<file path="src/rtl/mips_fetch_unit.sv">
// rtl/mips_fetch_unit.sv - MIPS instruction-fetch front end: fetch PC, imem req/ack, instruction FIFO
// Purpose: owns the fetch PC, issues one word request at a time to instruction memory and
//    buffers returned words with their PC for decode. Redirects from execute flush the buffer
//    and retarget the fetch stream; a request already in flight is drained and discarded.
// Ports:
//    clk, rst                 clock and asynchronous active-high reset
//    imem_req/addr/ack/rdata  instruction memory handshake (addr word aligned)
//    redirect, redirect_pc    one-cycle redirect pulse and new fetch target
//    inst_valid/inst/inst_pc  head of instruction buffer towards decode
//    inst_ready               decode consumes head this cycle
//    pc_next                  next address to be requested
//    fault                    sticky misaligned-redirect fault
// Optional feature macro: FETCH_ALIGN_CHECK_EN (misaligned redirect -> fault + HALT)
module mips_fetch_unit #(
   parameter logic [31:0] RESET_PC   = 32'h0000_0000,
   parameter int          FIFO_DEPTH = 2
) (
   input  logic        clk,
   input  logic        rst,
   output logic        imem_req,
   output logic [31:0] imem_addr,
   input  logic        imem_ack,
   input  logic [31:0] imem_rdata,
   input  logic        redirect,
   input  logic [31:0] redirect_pc,
   output logic        inst_valid,
   output logic [31:0] inst,
   output logic [31:0] inst_pc,
   input  logic        inst_ready,
   output logic [31:0] pc_next,
   output logic        fault
);
   localparam int PTR_W = (FIFO_DEPTH > 1) ? $clog2(FIFO_DEPTH) : 1;
   localparam int CNT_W = $clog2(FIFO_DEPTH + 1);
   localparam logic [CNT_W-1:0] DEPTH_C   = CNT_W'(FIFO_DEPTH);
   localparam logic [CNT_W-1:0] DEPTH_M1  = CNT_W'(FIFO_DEPTH - 1);
   localparam logic [PTR_W-1:0] LAST_PTR  = PTR_W'(FIFO_DEPTH - 1);

   typedef enum logic [1:0] {IDLE, REQ, DRAIN, HALT} state_t;
   state_t state_q, state_d;

   logic [31:0]      pc_q, pc_d;
   logic [31:0]      drain_addr_q, drain_addr_d;
   logic [31:0]      fifo_inst_q [FIFO_DEPTH];
   logic [31:0]      fifo_pc_q   [FIFO_DEPTH];
   logic [PTR_W-1:0] rd_ptr_q, wr_ptr_q;
   logic [CNT_W-1:0] count_q, cnt_after_pop;
   logic             push, pop, flush, halt_set;
   logic [31:0]      target_pc;
   logic             bad_target;

`ifdef FETCH_ALIGN_CHECK_EN
   logic fault_q;
   assign target_pc  = redirect_pc;
   assign bad_target = (redirect_pc[1:0] != 2'b00);
   assign fault      = fault_q;

   always_ff @(posedge clk or posedge rst) begin
      if (rst)           fault_q <= 1'b0;
      else if (halt_set) fault_q <= 1'b1;
   end
`else
   logic unused_redirect_lsbs;
   assign unused_redirect_lsbs = ^redirect_pc[1:0];
   assign target_pc  = {redirect_pc[31:2], 2'b00};
   assign bad_target = 1'b0;
   assign fault      = 1'b0;
`endif

   function automatic logic [PTR_W-1:0] ptr_inc(input logic [PTR_W-1:0] p);
      return (p == LAST_PTR) ? '0 : p + 1'b1;
   endfunction

   // In DRAIN the in-flight address must stay on the bus while pc_next already holds the target.
   assign imem_req   = (state_q == REQ) || (state_q == DRAIN);
   assign imem_addr  = (state_q == DRAIN) ? drain_addr_q : pc_q;
   assign pc_next    = pc_q;
   assign inst_valid = (count_q != '0);
   assign inst       = fifo_inst_q[rd_ptr_q];
   assign inst_pc    = fifo_pc_q[rd_ptr_q];

   always_comb begin
      state_d       = state_q;
      pc_d          = pc_q;
      drain_addr_d  = drain_addr_q;
      push          = 1'b0;
      flush         = 1'b0;
      halt_set      = 1'b0;
      pop           = inst_valid && inst_ready;
      cnt_after_pop = count_q - CNT_W'(pop);

      case (state_q)
         // Using the post-pop count lets a freed slot re-issue the request on the next cycle.
         IDLE: if (cnt_after_pop < DEPTH_C) state_d = REQ;
         REQ: begin
            if (imem_ack) begin
               push    = 1'b1;
               pc_d    = pc_q + 32'd4;
               state_d = (cnt_after_pop < DEPTH_M1) ? REQ : IDLE;
            end
         end
         DRAIN: if (imem_ack) state_d = REQ;
         HALT:  state_d = HALT;
         default: state_d = IDLE;
      endcase

      // Redirect overrides the normal flow: ack data in this cycle is dropped with the flush.
      if (redirect && (state_q != HALT)) begin
         flush = 1'b1;
         push  = 1'b0;
         if (bad_target) begin
            halt_set = 1'b1;
            state_d  = HALT;
         end else begin
            pc_d = target_pc;
            case (state_q)
               REQ: begin
                  if (imem_ack) begin
                     state_d = REQ;
                  end else begin
                     state_d      = DRAIN;
                     drain_addr_d = pc_q;
                  end
               end
               DRAIN:   state_d = imem_ack ? REQ : DRAIN;
               default: state_d = REQ;
            endcase
         end
      end
   end

   always_ff @(posedge clk or posedge rst) begin
      if (rst) begin
         state_q      <= IDLE;
         pc_q         <= RESET_PC;
         drain_addr_q <= RESET_PC;
      end else begin
         state_q      <= state_d;
         pc_q         <= pc_d;
         drain_addr_q <= drain_addr_d;
      end
   end

   always_ff @(posedge clk or posedge rst) begin
      if (rst) begin
         rd_ptr_q <= '0;
         wr_ptr_q <= '0;
         count_q  <= '0;
         for (int i = 0; i < FIFO_DEPTH; i++) begin
            fifo_inst_q[i] <= '0;
            fifo_pc_q[i]   <= '0;
         end
      end else if (flush) begin
         rd_ptr_q <= '0;
         wr_ptr_q <= '0;
         count_q  <= '0;
      end else begin
         if (push) begin
            fifo_inst_q[wr_ptr_q] <= imem_rdata;
            fifo_pc_q[wr_ptr_q]   <= pc_q;
            wr_ptr_q              <= ptr_inc(wr_ptr_q);
         end
         if (pop) rd_ptr_q <= ptr_inc(rd_ptr_q);
         count_q <= count_q + CNT_W'(push) - CNT_W'(pop);
      end
   end
endmodule

</file>
<file path="config.mk">
export PLATFORM = sky130hd
export DESIGN_NAME = mips_fetch_unit
export DESIGN_NICKNAME = d
export VERILOG_FILES = /design/src/rtl/mips_fetch_unit.sv
export SDC_FILE = /design/constraint.sdc
export NUM_CORES = 1
export LEC_CHECK = 0
export BUFFER_PORTS_ARGS = -buffer_cell sky130_fd_sc_hd__clkbuf_2
export CORE_MARGIN = 1
export CORE_UTILIZATION = 55
export DETAILED_ROUTE_END_ITERATION = 8
export HOLD_SLACK_MARGIN = 0.12
export PLACE_DENSITY_LB_ADDON = 0.12
export SYNTH_ARGS = -nofsm -noshare
export SYNTH_HDL_FRONTEND = slang
export SYNTH_SLANG_ARGS = --single-unit
export TNS_END_PERCENT = 10
</file>
<file path="constraint.sdc">
create_clock -name clk -period 7 [get_ports clk]
set_input_delay 1.4 -clock clk [delete_from_list [all_inputs] [get_ports clk]]
set_output_delay 1.4 -clock clk [all_outputs]
set_load 0.02 [all_outputs]
</file>
=== Yosys cells after proc, flatten, opt, wreduce, memory -nomap -nowiden ===
Cells that the tools add are included.

* Register bits after elaboration: 198
* Logic and storage cells: 80

* $add $sub $neg: 6
* $lt $le $gt $ge: 5
* Equal/unequal tests: 7
* Muxes and demuxes: 33
* Bitwise logic cells: 4
* Reduce and logical (&&, ||, !) cells: 15

{| class="wikitable"
|+ Operators with widths
! operator !! count
|-
| 2-to-1 mux 32 bit || 11
|-
| bitwise mux 64 bit || 2
|-
| adder 32 x 3 -> 32 bit (second input constant) || 1
|-
| demux 32 bit (select 1 bit) || 1
|-
| 2-to-1 mux 2 bit || 7
|-
| 2-to-1 mux 1 bit || 11
|-
| nonzero test 2 bit || 5
|-
| case mux 2 bit (4 select lines) || 1
|-
| != test 3 x 2 -> 1 bit (second input constant) || 2
|-
| AND reduction 3 bit || 2
|-
| == test 2 bit (second input constant) || 2
|-
| greater-or-equal comparator 2 bit (second input constant) || 2
|-
| less-than comparator 2 x 1 -> 1 bit (second input constant) || 2
|-
| inverter 1 -> 2 bit || 2
|-
| AND reduction 2 bit || 2
|-
| subtractor 2 x 1 -> 2 bit || 2
|-
| logical AND 1 bit || 3
|-
| != test 3 bit (second input constant) || 1
|-
| adder 1 bit (second input constant) || 2
|-
| adder 2 x 1 -> 2 bit || 1
|-
| == test 2 x 1 -> 1 bit (second input constant) || 1
|-
| logical NOT 2 bit || 1
|-
| less-than comparator 2 bit (second input constant) || 1
|-
| != test 2 bit (second input constant) || 1
|-
| other kinds (3) || 4
|}

=== Logic depth before layout (Yosys ltp) ===
Gate-level depths: netlist of the first run.

* Word-level depth: 8
* Gate-level depth with buffers: 10
* Depth with buffers taken out: 9

=== Least setup slack after synthesis of the first run ===
Ideal clock, no wire load.

* Path kind: input -> register
* Start point: in imem_ack
* End point: reg pc_q[21], in the netlist pc_next[21]
* Library setup time: 0.082 ns
* Arrival: 2.907 ns
* Data required time: 6.918 ns
* Slack: 4.012 ns
* Stages: 6
* Cells stage by stage: clkbuf_1 > nand4_1 > or3_1 > clkbuf_1 > or4_1 > a31oi_1

* Word-level cells in the longest chain between the ends: 2

{| class="wikitable"
|+ Ends and longest elaborated chain
! element !! RTL line !! text
|-
| start: declaration || 22 || <nowiki>input logic imem_ack,</nowiki>
|-
| nonzero test 2 bit (no line) || n/a ||
|-
| AND reduction 2 bit (no line) || n/a ||
|-
| end signal: assignment || 139 || <nowiki>pc_q <= pc_d;</nowiki>
|-
| end: declaration || 42 || <nowiki>logic [31:0] pc_q, pc_d;</nowiki>
|}

Every way passes these cells.
A chain may end at the register's enable or synchronous reset.

=== Worst setup path in the final report of the first run ===
* Start point: reg rd_ptr_q
* End point: out inst[12]

* Word-level cells in the longest chain between the ends: 4

{| class="wikitable"
|+ Ends and longest elaborated chain
! element !! RTL line !! text
|-
| start: declaration || 46 || <nowiki>logic [PTR_W-1:0] rd_ptr_q, wr_ptr_q;</nowiki>
|-
| start signal: assignment || 163 || <nowiki>if (pop) rd_ptr_q <= ptr_inc(rd_ptr_q);</nowiki>
|-
| inverter 1 -> 2 bit (implied by the code) || 79 || <nowiki>assign inst = fifo_inst_q[rd_ptr_q];</nowiki>
|-
| 2-to-1 mux 32 bit (implied by the code) (3 in a row) || 79 ||
|-
| end: declaration || 27 || <nowiki>output logic [31:0] inst,</nowiki>
|}

Every way passes these cells. The select of a mux whose other input is x is not followed.

==> key figures, run 1 <==
Pwr
  • Sequential cell fraction of total power: 0.381
  • Pint: 0.00322 W
  • Leak: 4.79 nW
  • Net Sw Frac: 0.403
  • Psw: 0.00217 W
  • Clock share of power: 0.169
  • VDD IR max: 0.000247 V
  • PD cells: 506 nW/µm²
  • Tot Pwr: 0.00539 W
  • Comb power frac: 0.450

Synth
  • Post-synth EDFFs: 0
  • Yosys reg bits: 190
  • Cells after Synth: 720
  • Asr flop ratio synth: 1.00
  • Synth Flop Type: dfrtp_1
  • Distinct cells, synth: 41
  • Ys Warns: 0
  • Post-synthesis sequential area ratio: 0.527
  • Post-Syn Area: 9010 µm²
  • Avg Cell Area, Syn: 12.5 µm²

Floorplan
  • Core Area: 15900 µm²
  • Io pins: 200
  • Cell row count: 46
  • Die width: 130 µm
  • DIE HEIGHT: 130 µm
  • Die area: 16900 µm²
  • Initial Util: 0.565

Timing
  • Slew margin rel.: 0.263
  • Fin Clk Skew: 7.36 ps
  • Final number of max-transition violations: 0
  • RSZ-0062 raised after global routing: false
  • Count of final hold-check violations: 0
  • Final Cycle Share: 0.546
  • Final hold slack: 482 ps
  • Final setup TNS: 0 ps
  • # setup viols final: 0
  • Post-layout min period: 3820 ps
  • Least-Margin Pin Slew: 1100 ps
  • Fmax: 0.262 GHz

Clock network
  • CTS Buffer Depth: 2
  • Reg clk slew, reported paths: 70 ps
  • Resize count post-CTS: 0
  • Root Buffer: clkbuf_16
  • Clock sink count: 190
  • Latest clock arrival within the worst-skew pair: 430 ps
  • CTS H-tree depth: 4
  • TritonCTS clock tree: built
  • CTS Buf Count: 17
  • Cts hold-fix bufs: 0
  • Post-CTS Setup Inserts: 0

Placement
  • Detailed placement HPWL: 13700 µm
  • GPL Wtd Cong: 0.771
  • IO Port Bufs: 190

GRT
  • GR peak layer: met2
  • M2 GR Usage: 0.418
  • Initial antenna violation count: 1
  • Total global-route track usage: 0.251
  • Vias in the first global route: 6448
  • Total gr overflow: 0
  • Grt met3 use: 0.0521
  • GRT met1 Usage: 0.326
  • First-pass GRT wire length: 32400 µm
  • Largest net degree at the start of global routing: 120

Critical path
  • Setup crit start kind: flip-flop
  • CP top delay family: flip-flops
  • Crit path max fanout: 40
  • Worst-path cell chain: buf_4 -> mux2_2 -> clkbuf_2
  • Arr. time, crit path: 2420 ps
  • CP max stage cell: dfrtp_2
  • Crit path capture type: primary output
  • CP Class: reg2out
  • WP data required: 5600 ps
  • CP bufs+invs: 2
  • Critical path's largest stage delay: 790 ps

Job
  • # Max-Cap Violations: 0

Detailed routing
  • 1st-iter DRT viols: 275
  • TritonRoute pass-1 iters: 4
  • Aggregate routed wire length: 20200 µm
  • Routed wire per std cell: 18.1 µm
  • Residual DRC count: 0
  • Via density per instance: 5.67
  • DR vias: 6330
  • ANT nets after route: 0

Finish
  • Share of layout cells above drive strength 1: 0.522
  • Final core utilization: 0.668
  • Most frequent cells in the layout: mux2_2, clkbuf_2, dfrtp_1
  • Synthesis-to-layout area growth: 18.2%
  • Commonest non-fill, non-tap cell in the layout: mux2_2
  • Post-layout net count: 964

Worst hold path
  • Hold WC Path Type: reg2reg

Run status
  • Status: finished clean
final cells by class:
class	count	area, µm²
clock inverters	12	105
multi-input cells	467	4000
diodes	1	2.50
repair buffers	196	996
flip-flops and latches	190	4760
clock buffers	20	457
well taps	216	270
fillers	1212	5290
inverters	15	63.8
metrics by stage:
stage / setup WS [ps] / instances / cell area (µm²)
final: 3180 / 1117 / 10700
after global routing: 3070 / 1116 / 10700
after CTS: 3140 / 1116 / 10700
after detailed placement: 2850 / 1084 / 10100
after global placement: 2890 / 1084 / 10100
after floorplan: 430 / 726 / 9040
synthesized netlist by cell type, types with 2 or more instances:
cell type | instances | area [µm²]
buf_2 | 2 | 10.0
and4_1 | 3 | 26.3
xor2_1 | 7 | 61.3
or3_1 | 3 | 18.8
a31o_2 | 3 | 26.3
mux2_2 | 229 | 2580
clkbuf_1 | 40 | 150
nand4_1 | 13 | 81.3
dfrtp_1 | 190 | 4750
inv_1 | 15 | 56.3
nor2_1 | 27 | 101
o31ai_1 | 12 | 90.1
nand3_1 | 11 | 55.1
ha_1 | 8 | 100
o21ai_0 | 32 | 160
nor2b_1 | 2 | 12.5
mux2i_1 | 2 | 20.0
and2_1 | 4 | 25.0
a31oi_1 | 17 | 106
xnor2_1 | 9 | 78.8
nor4_1 | 7 | 43.8
nand2_1 | 44 | 165
buf_1 | 4 | 15.0
buf_4 | 7 | 52.6
or4_1 | 11 | 82.6
nor3b_1 | 2 | 15.0
nor3_1 | 2 | 10.0
layer usage:
| layer | wire length, µm | vias up |
|---|---|---|
| met4 | 308 | 0 |
| met1 | 8760 | 3204 |
| met5 | 0 | - |
| li1 | - | 2914 |
| met2 | 9940 | 186 |
| met3 | 1180 | 26 |
final timing paths:
| kind | startpoint | endpoint | slack (ps) | cells after the start |
|---|---|---|---|---|
| max in group asynchronous | rst | fifo_inst_q[28] | 4400 | 3 |
| setup reg to reg | state_q[0] | fifo_inst_q[50] | 3750 | 7 |
| min in group asynchronous | rst | fifo_inst_q[24] | 1080 | 2 |
| hold / removal | fifo_pc_q[30] | fifo_pc_q[30] | 480 | 2 |
| setup / recovery | rd_ptr_q | inst[12] | 3180 | 3 |
| hold reg to reg | fifo_pc_q[30] | fifo_pc_q[30] | 480 | 2 |
sequential cells by signal, indices dropped and copies added (netlist names):
signal	cells
count_q	2
wr_ptr_q	1
state_q	2
pc_next	30
fifo_pc_q	60
rd_ptr_q	1
drain_addr_q	30
fifo_inst_q	64
worst register-to-register path, delay by kind of cell, from the launching register on:
family,cells,cell delay (ps)
buffers and inverters,2,880
adders and majority gates,1,250
and+or+nand+nor,3,1200
DFF,1,390
muxes,1,410
cell families after synthesis:
group	synth area share
other	0.000416
adder cells (fa/ha/maj)	0.0111
AO/OA/AOI/OAI	0.0465
XOR/XNOR	0.0155
buffers and inverters	0.0328
AND/OR/NAND/NOR	0.0779
multiplexers	0.288
flip-flops	0.527
power by group through the flow:
stage               clock (W)  sequential [W]  combinational, W
finish               0.000913         0.00205           0.00242
global route         0.000974         0.00214           0.00262
floorplan                   0         0.00198           0.00176
CTS                  0.000930         0.00205           0.00245
global placement            0         0.00201           0.00237
detailed placement          0         0.00207           0.00244
(Power assumes the default switching activity.)
==> run 2, diff against run 1 <==
--- a/config.mk
+++ b/config.mk
@@ -5,6 +5,7 @@
 export SDC_FILE = /design/constraint.sdc
 export NUM_CORES = 1
 export LEC_CHECK = 0
+export ABC_AREA = 1
 export BUFFER_PORTS_ARGS = -buffer_cell sky130_fd_sc_hd__clkbuf_2
 export CORE_MARGIN = 1
 export CORE_UTILIZATION = 55
==> constraint.sdc (replaced) <==
create_clock -name clk -period 3.65 [get_ports clk]
set_input_delay 0.73 -clock clk [delete_from_list [all_inputs] [get_ports clk]]
set_output_delay 0.73 -clock clk [all_outputs]
set_load 0.02 [all_outputs]
==> run 2 against run 1 <==
Effect of this change: clock skew up 4.2 ps; die area up 2.2%; clock-buffer cell count down 3; highest routed layer unchanged.
==> key figures, run 2 <==
Finish
  • Synthesis-to-layout area growth: 18.0%
  • FILL cells: 1423 (+17%)
  • Top reg by flops: fifo_inst_q
  • Design area: 10900 µm² (+2.1%)
  • Multi-input gate area: 3740 µm² (-6.5%)
  • Post-Layout Cell Count: 1593 (+43%)
  • Max reg flops: 64 (unchanged)
  • Commonest non-fill, non-tap cell in the layout: nand2_1
  • Top flop regs: fifo_inst_q: 64 flops, fifo_pc_q: 60 flops
  • Share of layout cells above drive strength 1: 0.183 (-0.339)
  • Final core utilization: 0.675 (+0.00666)
  • Post-layout net count: 1441 (+49%)
  • Flip-flop and latch area: 4760 µm² (unchanged)
  • Most frequent cells in the layout: nand2_1, clkbuf_2, dfrtp_1
  • Diode count: 0 (-1)

Synth
  • Cells after Synth: 1207 (+68%)
  • Ys Warns: 0 (unchanged)
  • Commonest cells post-synth: nand2_1, dfrtp_1, o21ai_0, o21ai_1, inv_1
  • Post-Syn Area: 9210 µm² (+2.2%)
  • Yosys reg bits: 190 (unchanged)
  • Asr flop ratio synth: 1.00 (unchanged)
  • Post-synthesis sequential area ratio: 0.516 (-0.0115)
  • Avg Cell Area, Syn: 7.63 µm² (-39%)
  • Area share of the largest cell type after synthesis: 0.516 (-0.0115)
  • Synth Flop Type: dfrtp_1
  • Distinct cells, synth: 31 (-24%)
  • Synth area leaders: dfrtp_1, nand2_1, o21ai_0, o21ai_1, inv_1
  • Post-synth EDFFs: 0 (unchanged)
  • Yosys top cell by area: dfrtp_1
  • Top-count cell post-synth: nand2_1

GRT
  • Total global-route track usage: 0.261 (+0.0108)
  • GR peak layer: met2
  • M2 GR Usage: 0.395 (-0.0230)
  • Largest net degree at the start of global routing: 126 (+5.0%)
  • GRT met1 Usage: 0.389 (+0.0634)
  • Vias in the first global route: 7164 (+11%)
  • Initial antenna violation count: 0 (-1)
  • First-pass GRT wire length: 36200 µm (+12%)
  • Total gr overflow: 0 (unchanged)
  • Grt met3 use: 0.0355 (-0.0166)

Critical path
  • CP max stage cell: ha_2
  • CP Class: reg2out
  • WP data required: 2920 ps (-2680 ps)
  • Worst-path cell chain: inv_1 -> ha_2 -> buf_4 -> nand2_1 -> o21ai_0 -> clkbuf_2
  • Reg2reg path depth: 10 (+3)
  • Critical path's largest stage delay: 720 ps (-70 ps)
  • Crit path max fanout: 48 (+20%)
  • Arr. time, crit path: 2330 ps (-90 ps)
  • Crit path capture type: primary output
  • Setup crit start kind: flip-flop

Pwr
  • PD cells: 966 nW/µm² (+91%)
  • VDD IR max: 0.000539 V (+120%)
  • Psw: 0.00478 W (+120%)
  • Clock share of power: 0.186 (+0.017)
  • Sequential cell fraction of total power: 0.359 (-0.022)
  • Leak: 5.82 nW (+22%)
  • Comb power frac: 0.455 (+0.005)
  • Pint: 0.00573 W (+78%)
  • Net Sw Frac: 0.455 (+0.0514)

Clock network
  • Post-CTS Setup Inserts: 0 (unchanged)
  • TritonCTS clock tree: built
  • Clock sink count: 190 (unchanged)
  • Cts hold-fix bufs: 0 (unchanged)
  • Latest clock arrival within the worst-skew pair: 430 ps (about the same)
  • Root Buffer: clkbuf_16
  • CTS Buffer Depth: 2 (unchanged)
  • Reg clk slew, reported paths: 70 ps (about the same)
  • Resize count post-CTS: 0 (unchanged)
  • CTS Buf Count: 17 (unchanged)
  • CTS H-tree depth: 4 (unchanged)

Placement
  • Detailed placement HPWL: 14800 µm (+8.3%)
  • DP Area: 10300 µm² (+1.6%)
  • IO Port Bufs: 190 (unchanged)
  • Placed cells: 1561 (+44%)
  • GPL Wtd Cong: 0.953 (+24%)

Run status
  • Status: finished clean

Timing
  • Final Cycle Share: 0.838
  • Count of final hold-check violations: 0 (unchanged)
  • Fmax: 0.327 GHz
  • RSZ-0062 raised after global routing: false
  • Least-Margin Pin Slew: 938 ps (-165 ps)
  • Final setup TNS: 0 ps (unchanged)
  • Fin Clk Skew: 11.5 ps (+4.18 ps)
  • Final number of max-transition violations: 0 (unchanged)
  • Final hold slack: 433 ps (-49.2 ps)
  • # setup viols final: 0 (unchanged)
  • Post-layout min period: 3060 ps
  • Slew margin rel.: 0.373 (+0.110)

Floorplan
  • Initial Util: 0.572 (+0.00636)
  • DIE HEIGHT: 131 µm (+1.1%)
  • Die width: 131 µm (+1.1%)
  • Cell row count: 46 (unchanged)
  • Core Area: 16100 µm² (+1.1%)
  • Die area: 17300 µm² (+2.2%)
  • Io pins: 200 (unchanged)

Detailed routing
  • Residual DRC count: 0 (unchanged)
  • ANT nets after route: 0 (unchanged)
  • Aggregate routed wire length: 22200 µm (+10%)
  • Via density per instance: 5.08 (-10%)
  • Routed wire per std cell: 13.9 µm (-23%)
  • TritonRoute pass-1 iters: 5 (+1)
  • DR vias: 8098 (+28%)
  • 1st-iter DRT viols: 476 (+73%)

Job
  • # Max-Cap Violations: 0 (unchanged)

Worst hold path
  • Hold WC Path Type: in2async
## run 2: changes by cell type after synthesis, sizes merged, moves of 17 or more
cell,change
nand2,+467
o21ai,+188
mux2,-229
a31oi,-17
nor2,+19
inv,+89
## run 2: logic make-up after synthesis
group / synth area share
and+or+nand+nor: 0.246
AOI/OAI and AO/OA: 0.134
DFF: 0.516
buffers and inverters: 0.0808
xor gates and xnor gates: 0.0114
adders and majority gates: 0.0109
other: 0.000407
## run 2: power groups by stage
stage	combinational, W	clock (W)	sequential, W
floorplan	0.00315	0	0.00383
global placement	0.00470	0	0.00375
detailed placement	0.00479	0	0.00379
CTS	0.00482	0.00198	0.00377
global route	0.00530	0.00207	0.00391
finish	0.00478	0.00196	0.00378
## run 2: final cells by class
cell class              instances  area share
well taps                     216      0.0248
flip-flops and latches        190       0.437
inverters                     104      0.0365
clock buffers                  17      0.0391
clock inverters                15      0.0179
multi-input cells             851       0.344
repair buffers                200       0.100
## run 2: critical path: cells and delay by family, from the launching register on
family,cells,cell delay [ps]
buf+inv,3,610
fa+ha+maj,1,720
flops,1,400
simple gates,1,70
compound gates,1,80
## run 2: path summary, 6_finish.rpt
check	slack, ps	end	start
max	590	imem_addr[29]	state_q[0]
min	430	fifo_inst_q[59]	rst
max reg2reg	1170	fifo_pc_q[27]	state_q[1]
min reg2reg	480	fifo_inst_q[50]	fifo_inst_q[50]
max in group asynchronous	2330	fifo_inst_q[3]	rst
min in group clk	480	fifo_inst_q[50]	fifo_inst_q[50]
## run 2: through the flow
stage,setup slack (ps),total power [W]
floorplan,472,0.00698
global placement,1060,0.00845
detailed placement,1050,0.00857
CTS,586,0.0106
global route,434,0.0113
finish,590,0.0105
## run 2: metal layers
layer | vias up | part of all wire
met5 | - | 0
met4 | 0 | 0.017
met3 | 32 | 0.052
met2 | 240 | 0.46
met1 | 3737 | 0.47
li1 | 4089 | -
